===== config.mk =====
export PLATFORM = sky130hd
export DESIGN_NAME = xa_bf_out_pack
export DESIGN_NICKNAME = d
export VERILOG_FILES = /design/src/rtl/xa_bf_out_pack.sv
export SDC_FILE = /design/constraint.sdc
export NUM_CORES = 1
export LEC_CHECK = 0
export ABC_CLOCK_PERIOD_IN_PS = 5500
export BUFFER_PORTS_ARGS = -buffer_cell sky130_fd_sc_hd__buf_2
export CAP_MARGIN = 25
export CORE_MARGIN = 5
export CORE_UTILIZATION = 60
export CTS_BUF_LIST = sky130_fd_sc_hd__clkbuf_16
export CTS_CLUSTER_DIAMETER = 120
export CTS_CLUSTER_SIZE = 20
export DETAILED_ROUTE_END_ITERATION = 10
export HOLD_SLACK_MARGIN = 0.08
export PLACE_DENSITY = 0.89
export SLEW_MARGIN = 20
export SYNTH_ARGS = -nofsm -noshare
export SYNTH_HDL_FRONTEND = slang
export SYNTH_SLANG_ARGS = --single-unit

===== constraint.sdc =====
create_clock -name i_clk156m -period 5.5 [get_ports i_clk156m]
set_input_delay 0.55 -clock i_clk156m [delete_from_list [all_inputs] [get_ports i_clk156m]]
set_output_delay 0.55 -clock i_clk156m [all_outputs]
set_load 0.005 [all_outputs]

===== src/rtl/xa_bf_out_pack.sv =====
// Frames one beam-former calculation as header, data words, zero pad and an optional
// end code, with a small skid FIFO between the BF core and the registered output stage.
module xa_bf_out_pack #(
   parameter logic [15:0] P_word_num   = 16'd1024,
   parameter int          P_fifo_depth = 4,
   parameter logic [15:0] P_hdr_mark   = 16'hA5C3,
   parameter logic [63:0] P_end_code   = 64'hFFFF_0000_FFFF_0000
) (
   input  logic        i_clk156m,
   input  logic        i_arst,
   input  logic        i_calc_start,
   input  logic [4:0]  i_frame_time,
   input  logic [19:0] i_pad_size,
   input  logic        i_end_ins,
   input  logic        i_bf_valid,
   input  logic [63:0] i_bf_data,
   output logic        o_bf_ready,
   output logic        o_tx_valid,
   output logic [63:0] o_tx_data,
   input  logic        i_tx_ready,
   output logic        o_sp_end,
   output logic        o_busy,
   output logic        o_err
);

   localparam int              C_aw    = $clog2(P_fifo_depth);
   localparam logic [C_aw:0]   C_depth = (C_aw + 1)'(P_fifo_depth);

   typedef enum logic [2:0] {
      S_IDLE,
      S_HDR,
      S_DATA,
      S_PAD,
      S_ENDC,
      S_DONE
   } state_t;

   state_t           state;
   state_t           state_nxt;

   logic [19:0]      pad_size_q;
   logic             end_ins_q;
   logic [15:0]      in_cnt;
   logic [15:0]      out_cnt;
   logic [19:0]      pad_cnt;

   logic [63:0]      fifo_mem [P_fifo_depth];
   logic [C_aw-1:0]  wr_ptr;
   logic [C_aw-1:0]  rd_ptr;
   logic [C_aw:0]    fifo_count;

   logic             tx_xfer;
   logic             tx_free;
   logic             push;
   logic             pop;
   logic             ld_hdr;
   logic             ld_data;
   logic             ld_pad;
   logic             ld_endc;
   logic             drop_valid;

   assign tx_xfer    = o_tx_valid && i_tx_ready;
   assign tx_free    = !o_tx_valid || i_tx_ready;
   assign o_bf_ready = (state == S_DATA) && (fifo_count < C_depth) && (in_cnt < P_word_num);
   assign push       = i_bf_valid && o_bf_ready;
   assign o_sp_end   = (state == S_DONE);
   assign o_busy     = (state != S_IDLE);

   // Each state loads its first output word on the transition into it, so the
   // registered output never needs a separate "already emitted" flag.
   always_comb begin
      state_nxt  = state;
      pop        = 1'b0;
      ld_hdr     = 1'b0;
      ld_data    = 1'b0;
      ld_pad     = 1'b0;
      ld_endc    = 1'b0;
      drop_valid = 1'b0;
      case (state)
         S_IDLE: begin
            if (i_calc_start) begin
               state_nxt = S_HDR;
               ld_hdr    = 1'b1;
            end
         end
         S_HDR: begin
            if (tx_xfer) begin
               state_nxt  = S_DATA;
               drop_valid = 1'b1;
            end
         end
         S_DATA: begin
            if (tx_free && (fifo_count != '0)) begin
               ld_data = 1'b1;
               pop     = 1'b1;
            end else if (tx_xfer) begin
               drop_valid = 1'b1;
            end
            if (tx_xfer && (out_cnt == P_word_num - 16'd1)) begin
               if (pad_size_q != 20'd0) begin
                  state_nxt = S_PAD;
                  ld_pad    = 1'b1;
               end else begin
                  state_nxt = S_ENDC;
                  ld_endc   = end_ins_q;
               end
            end
         end
         S_PAD: begin
            if (tx_xfer) begin
               if (pad_cnt < pad_size_q) begin
                  ld_pad = 1'b1;
               end else begin
                  drop_valid = 1'b1;
                  state_nxt  = S_ENDC;
                  ld_endc    = end_ins_q;
               end
            end
         end
         S_ENDC: begin
            if (!end_ins_q) begin
               state_nxt = S_DONE;
            end else if (tx_xfer) begin
               drop_valid = 1'b1;
               state_nxt  = S_DONE;
            end
         end
         S_DONE: begin
            state_nxt = S_IDLE;
         end
         default: begin
            state_nxt = S_IDLE;
         end
      endcase
   end

   always_ff @(posedge i_clk156m) begin
      if (i_arst) begin
         state      <= S_IDLE;
         pad_size_q <= '0;
         end_ins_q  <= 1'b0;
         in_cnt     <= '0;
         out_cnt    <= '0;
         pad_cnt    <= '0;
         wr_ptr     <= '0;
         rd_ptr     <= '0;
         fifo_count <= '0;
         o_tx_valid <= 1'b0;
         o_tx_data  <= '0;
         o_err      <= 1'b0;
      end else begin
         state <= state_nxt;
         o_err <= i_calc_start && (state != S_IDLE);

         if (ld_hdr) begin
            pad_size_q <= i_pad_size;
            end_ins_q  <= i_end_ins;
            in_cnt     <= '0;
            out_cnt    <= '0;
            pad_cnt    <= '0;
         end

         if (push) begin
            wr_ptr <= wr_ptr + 1'b1;
            in_cnt <= in_cnt + 16'd1;
         end
         if (pop) begin
            rd_ptr <= rd_ptr + 1'b1;
         end
         case ({push, pop})
            2'b10:   fifo_count <= fifo_count + 1'b1;
            2'b01:   fifo_count <= fifo_count - 1'b1;
            default: fifo_count <= fifo_count;
         endcase

         if ((state == S_DATA) && tx_xfer) begin
            out_cnt <= out_cnt + 16'd1;
         end

         // Loads come after the drop so a reload in the transfer cycle wins.
         if (drop_valid) begin
            o_tx_valid <= 1'b0;
         end
         if (ld_hdr) begin
            o_tx_valid <= 1'b1;
            o_tx_data  <= {P_hdr_mark, 11'b0, i_frame_time, 12'b0, i_pad_size};
         end
         if (ld_data) begin
            o_tx_valid <= 1'b1;
            o_tx_data  <= fifo_mem[rd_ptr];
         end
         if (ld_pad) begin
            o_tx_valid <= 1'b1;
            o_tx_data  <= '0;
            pad_cnt    <= pad_cnt + 20'd1;
         end
         if (ld_endc) begin
            o_tx_valid <= 1'b1;
            o_tx_data  <= P_end_code;
         end
      end
   end

   always_ff @(posedge i_clk156m) begin
      if (push) begin
         fifo_mem[wr_ptr] <= i_bf_data;
      end
   end

endmodule


# Word-level counts from Yosys, hierarchy flattened
# Memory sizes are Yosys's and may differ from the RTL's. A register that Yosys moved wholly into a read port is not among the register bits.
# Index checks and enable logic that the tools add are counted.
[word_totals] reg_bits=149 out_inout_bits=69 elab_cells=109 mem_bits_rw=256 inputBits=95 memories=1
[classes] n_eq_ne=14 add_sub_neg=7 mux=48 n_lt_le_gt_ge=3 n_reduce_logical=23
[mem_list] memory="fifo_mem" words=4 word_bits=64 read_ports=1 rd_ports_with_merged_regs=1 wr=1 line="47" text="logic [63:0] fifo_mem [P_fifo_depth];"
[op_table] operator="2-to-1 mux 64 bit" n=4
[op_table] operator="2-to-1 mux 16 bit" n=3
[op_table] operator="2-to-1 mux 20 bit" n=2
[op_table] operator="adder 16 x 1 -> 16 bit (second input constant)" n=2
[op_table] operator="2-to-1 mux 1 bit" n=24
[op_table] operator="2-to-1 mux 3 bit" n=8
[op_table] operator="adder 20 x 1 -> 20 bit (second input constant)" n=1
[op_table] operator="< comparator 20 bit" n=1
[op_table] operator="nonzero test 20 bit" n=1
[op_table] operator="equality test 16 x 10 -> 1 bit (second input constant)" n=1
[op_table] operator="< comparator 16 x 11 -> 1 bit (second input constant)" n=1
[op_table] operator="case mux 3 bit (5 select lines)" n=1
[op_table] operator="nonzero test 2 bit" n=5
[op_table] operator="logical AND 1 bit" n=8
[op_table] operator="inequality test 2 bit (second input constant)" n=4
[op_table] operator="equality test 3 x 2 -> 1 bit (second input constant)" n=2
[op_table] operator="equality test 3 bit (second input constant)" n=2
[op_table] operator="case mux 3 bit (2 select lines)" n=1
[op_table] operator="AND reduction 6 bit" n=1
[op_table] operator="nonzero test 3 bit" n=2
[op_table] operator="nonzero test 5 bit" n=1
[op_table] operator="adder 2 x 1 -> 2 bit (second input constant)" n=2
[op_table] operator="2-to-1 mux 2 bit" n=2
[op_table] operator="case mux 1 bit (2 select lines)" n=2
[op_table] operator="14 further kinds" n=14

# Longest topological paths before layout
[depth] ltp_word=10 depth_mapped=13 mapped_depth_nobuf=10

# Least setup slack after synthesis
# Ideal clock, no wire load.
[synth_path] path_type="register -> register" start="reg state[2]" end="mem fifo_mem[1][0] (enable)" path_stages_with_launch=5 n_path_buf=1 period_less_slack_ps=3050 slack_ps=2450 arrival_time_ps=2620 t_required_ps=5071 cell_sequence="dfxtp_1 nor3b_2 and3_1 clkbuf_1 and3_1"
[synth_between] elab_chain_cells=6
[synth_lines] element="from (decl)" line="38" text="state_t state;"
[synth_lines] element="from (signal assigned)" line="152" text="state <= state_nxt;"
[synth_lines] element="equality test 3 x 2 -> 1 bit" line="64" text="assign o_bf_ready = (state == S_DATA) && (fifo_count < C_depth) && (in_cnt < P_word_num);"
[synth_lines] element="logical AND 1 bit (2 in series)" line="64"
[synth_lines] element="net o_bf_ready" line="17" text="output logic o_bf_ready,"
[synth_lines] element="logical AND 1 bit" line="65" text="assign push = i_bf_valid && o_bf_ready;"
[synth_lines] element="2-to-1 mux 1 bit" line="205" text="if (push) begin"
[synth_lines] element="2-to-1 mux 1 bit (not written as such)" line="206" text="fifo_mem[wr_ptr] <= i_bf_data;"
[synth_lines] element="to (decl)" line="47"
# The timed path passes the listed nets, and every way through them passes these cells.

# Worst setup path in the final report
[layout_path] start="reg state[1]" end="reg o_tx_data[31]"
[layout_between] elab_chain_cells=5 elab_cells_between_ends=11
[layout_lines] element="equality test 3 x 2 -> 1 bit" line="79" text="case (state)"
[layout_lines] element="2-to-1 mux 1 bit" line="79"
[layout_lines] element="2-to-1 mux 64 bit" line="188" text="if (ld_data) begin"
[layout_lines] element="2-to-1 mux 64 bit" line="192" text="if (ld_pad) begin"
[layout_lines] element="2-to-1 mux 64 bit" line="197" text="if (ld_endc) begin"
[layout_lines] element="to (signal assigned)" line="186" text="o_tx_data <= {P_hdr_mark, 11'b0, i_frame_time, 12'b0, i_pad_size};"
[layout_lines] element="to (signal assigned)" line="190" text="o_tx_data <= fifo_mem[rd_ptr];"
[layout_lines] element="to (signal assigned)" line="199" text="o_tx_data <= P_end_code;"
[layout_lines] element="to (decl)" line="19" text="output logic [63:0] o_tx_data,"
# Several ways; a longest one is shown, not always the timed one.
# A chain may end at the register's enable or synchronous reset.

==> impl_metrics.sql <==
INSERT INTO impl_metrics (metric_group, metric, value, unit) VALUES
('run_status', 'outcome', 'completed', ''),
('floorplan', 'die_w', '175', 'µm'),
('clock_tree', 'clock_tree.htree_level_count', '1', ''),
('synth', 'synth.avg_cell_area', '13.9', 'µm²'),
('setup_path', 'critical_path_arrival', '3.97', 'ns'),
('sta', 'number_of_setup_violations_in_the_final_report', '0', ''),
('synth', 'syn_inst', '1173', ''),
('sta', 'tightestPinTransition', '1.01', 'ns'),
('drt', 'finalWirelength', '38800', 'µm'),
('pwr', 'p_int', '4240', 'µW'),
('synth', 'syn_nets', '1296', ''),
('sta', 'layout_min_cycle_time', '3.57', 'ns'),
('sta', 'grt_setup_unrepaired', 'false', ''),
('global_route', 'grt_pass1_vias', '10819', ''),
('finish', 'areaGrowthSynthToFinish', '11.6', '%'),
('finish', 'n_fill_cell', '1695', ''),
('drt', 'viasPerCell', '6.37', ''),
('drt', 'drt-wirelength-per-cell', '23.1', 'µm'),
('pwr', 'power.density_cell_area', '299', 'nW/µm²'),
('sta', 'finalHoldViolations', '0', ''),
('place', 'place.detailed.instances', '1625', ''),
('finish', 'layout_commonest_cell', 'edfxtp_1', ''),
('finish', 'final_cells', '1678', ''),
('finish', 'finish.net_count', '1437', ''),
('floorplan', 'total_die_area', '30600', 'µm²'),
('pwr', 'leakage_power', '0.00626', 'µW'),
('floorplan', 'initial_core_util', '60.8', '%'),
('drt', 'detailroute.via_count', '10685', ''),
('sta', 'post-route-period-util', '64.9', '%'),
('place', 'detailedPlacementHpwl', '24400', 'µm'),
('setup_path', 'crit_start_category', 'flip-flop', ''),
('synth', 'synth-seq-cells', '407', ''),
('finish', 'final_cell_mix', 'edfxtp_1, buf_2, dfxtp_1', ''),
('drt', 'drt_first_pass_iters', '5', ''),
('clock_tree', 'sink_count_of_the_clock_tree', '407', ''),
('drt', 'drc_violations_left', '0', ''),
('sta', 'pins_over_slew_limit', '0', ''),
('pwr', 'clock_power_share', '32.7', '%'),
('finish', 'multi_input_comb_area', '5240', 'µm²'),
('sta', 'worst_slew_margin_rel', '32.8', '%'),
('global_route', 'first_pass_grt_wire_length', '59800', 'µm'),
('pwr', 'total_switching_power', '1210', 'µW'),
('synth', 'synth_area', '16300', 'µm²'),
('min_path', 'timing.hold.worst.class', 'input port to flip-flop', ''),
('clock_tree', 'inserted_clock_buffers', '24', ''),
('pwr', 'combinational_share_of_power', '6.4', '%'),
('clock_tree', 'clock_pin_slew_on_the_worst_setup_and_hold_paths', '0.09', 'ns'),
('synth', 'synth-edff-count', '256', ''),
('synth', 'seq_area_frac_synth', '65.5', '%'),
('setup_path', 'critPathMaxFanout', '67', ''),
('pwr', 'p_seq_share', '60.9', '%'),
('setup_path', 'critical_path_class', 'flip-flop to flip-flop', ''),
('finish', 'fraction_of_final_layout_cells_sized_beyond_drive_strength_1', '24.2', '%'),
('clock_tree', 'ctsHoldBuffers', '0', ''),
('global_route', 'grt_antenna_before_repair', '6', ''),
('clock_tree', 'cts_repair_resize_count', '0', ''),
('global_route', 'globalRoute.totalOverflow', '0', ''),
('pwr', 'ir_drop', '0.406', 'mV'),
('global_route', 'grt_max_degree', '103', ''),
('clock_tree', 'clock_latency', '0.55', 'ns'),
('clock_tree', 'cts_root_buffer', 'clkbuf_16', ''),
('synth', 'asyncSetResetFlopFracSynth', '0', '%'),
('clock_tree', 'ctsLongestPathBuffers', '3', ''),
('floorplan', 'top_level_ports', '164', ''),
('global_route', 'grt_usage', '24.5', '%'),
('sta', 'setup-tns-final', '0', 'ns'),
('setup_path', 'critical-path-slowest-cell', 'buf_4', ''),
('synth', 'synth-main-ff-cell', 'edfxtp_1', ''),
('clock_tree', 'tritoncts_clock_tree', 'yes', ''),
('place', 'globalplace.congestion', '0.847', ''),
('run', 'drv_cap', '0', '');
[cell type report]
cell class	instances	area share, %
Sequential cell	407	58.7
Clock buffer	25	3.43
Antenna cell	6	0.0823
Inverter	29	0.596
Tap cell	341	2.34
Multi-Input combinational cell	670	28.7
Clock inverter	18	0.439
Timing Repair Buffer	182	5.68
[critical path: cells and delay by family, from the launching register on]
kind,cells,cell delay (ns)
buffers and inverters,3,1.07
DFF,1,0.56
and+or+nand+nor,5,1.40
AOI/OAI and AO/OA,3,0.37
[registers in the layout (all words and copies together), names as in the netlist, named ones only]
| register | count |
|---|---|
| end_ins_q | 1 |
| fifo_count | 3 |
| fifo_mem | 256 |
| in_cnt | 16 |
| o_err | 1 |
| o_tx_data | 64 |
| o_tx_valid | 1 |
| out_cnt | 16 |
| pad_cnt | 20 |
| pad_size_q | 20 |
| rd_ptr | 2 |
| state | 3 |
| wr_ptr | 2 |
[path summary, 6_finish.rpt]
check / start / end / cells past startpoint / slack, ns
worst max-delay path: state[1]$_SDFFE_PP0P_ / o_tx_data[31]$_SDFFE_PP0P_ / 11 / 1.93
worst min-delay path: i_bf_data[41] / fifo_mem[1][41]$_DFFE_PP_ / 1 / 0.22
worst max register to register: state[1]$_SDFFE_PP0P_ / o_tx_data[31]$_SDFFE_PP0P_ / 11 / 1.93
worst min register to register: in_cnt[13]$_SDFFE_PP0P_ / in_cnt[13]$_SDFFE_PP0P_ / 1 / 0.47
[power by group through the flow]
stage | combinational [µW] | clock, µW | sequential [µW]
floorplan | 195 | 0 | 3380
global placement | 317 | 0 | 3380
detailed placement | 338 | 0 | 3390
CTS | 340 | 1790 | 3320
global route | 379 | 1940 | 3320
finish | 350 | 1780 | 3320
[logic make-up after synthesis]
group                    share of synthesized area, %
multiplexers                                     9.28
buffers and inverters                            2.57
XOR/XNOR                                        0.643
adder cells (fa/ha/maj)                          2.19
flip-flops                                       65.5
AO/OA/AOI/OAI                                    9.94
AND/OR/NAND/NOR                                  9.87
[per-stage QoR]
step | setup slack (ns) | hold WS, ns | utilization [%] | cell area, µm² | total power (µW)
2_1_floorplan | 2.45 | 0.431 | - | 16300 | 3570
3_3_place_gp | 1.95 | 0.443 | 64.8 | 17400 | 3700
3_5_place_dp | 1.77 | 0.445 | 64.9 | 17400 | 3730
4_1_cts | 1.74 | 0.201 | 67.5 | 18100 | 5450
5_1_grt | 1.73 | 0.205 | 67.9 | 18200 | 5640
6_report | 1.93 | 0.221 | 67.9 | 18200 | 5450
[layer usage]
layer | wire (µm) | share of wire (%) | track usage, % | vias to the layer above
met5 | 41 | 0.11 | 0 | -
met4 | 1500 | 3.9 | 8.15 | 6
met3 | 2900 | 7.5 | 3.55 | 113
met2 | 20100 | 52 | 43.4 | 541
met1 | 14200 | 37 | 31.3 | 5300
li1 | - | - | - | 4725
[synth_stat cells (all sizes together), types with 20 or more instances]
cell type,instances,share of area [%]
a31oi,22,2.1
nand2,142,3.3
a21oi,106,3.6
and3,21,0.80
clkbuf,40,0.92
edfxtp,256,47
ha,27,2.1
nand3,48,1.5
nor2,52,1.2
a32oi,22,1.2
mux4,64,8.8
inv,29,0.67
buf,27,0.99
dfxtp,151,18
or3,20,0.77
o21ai,20,0.61
Note: power is estimated with default switching activity, not from simulation.
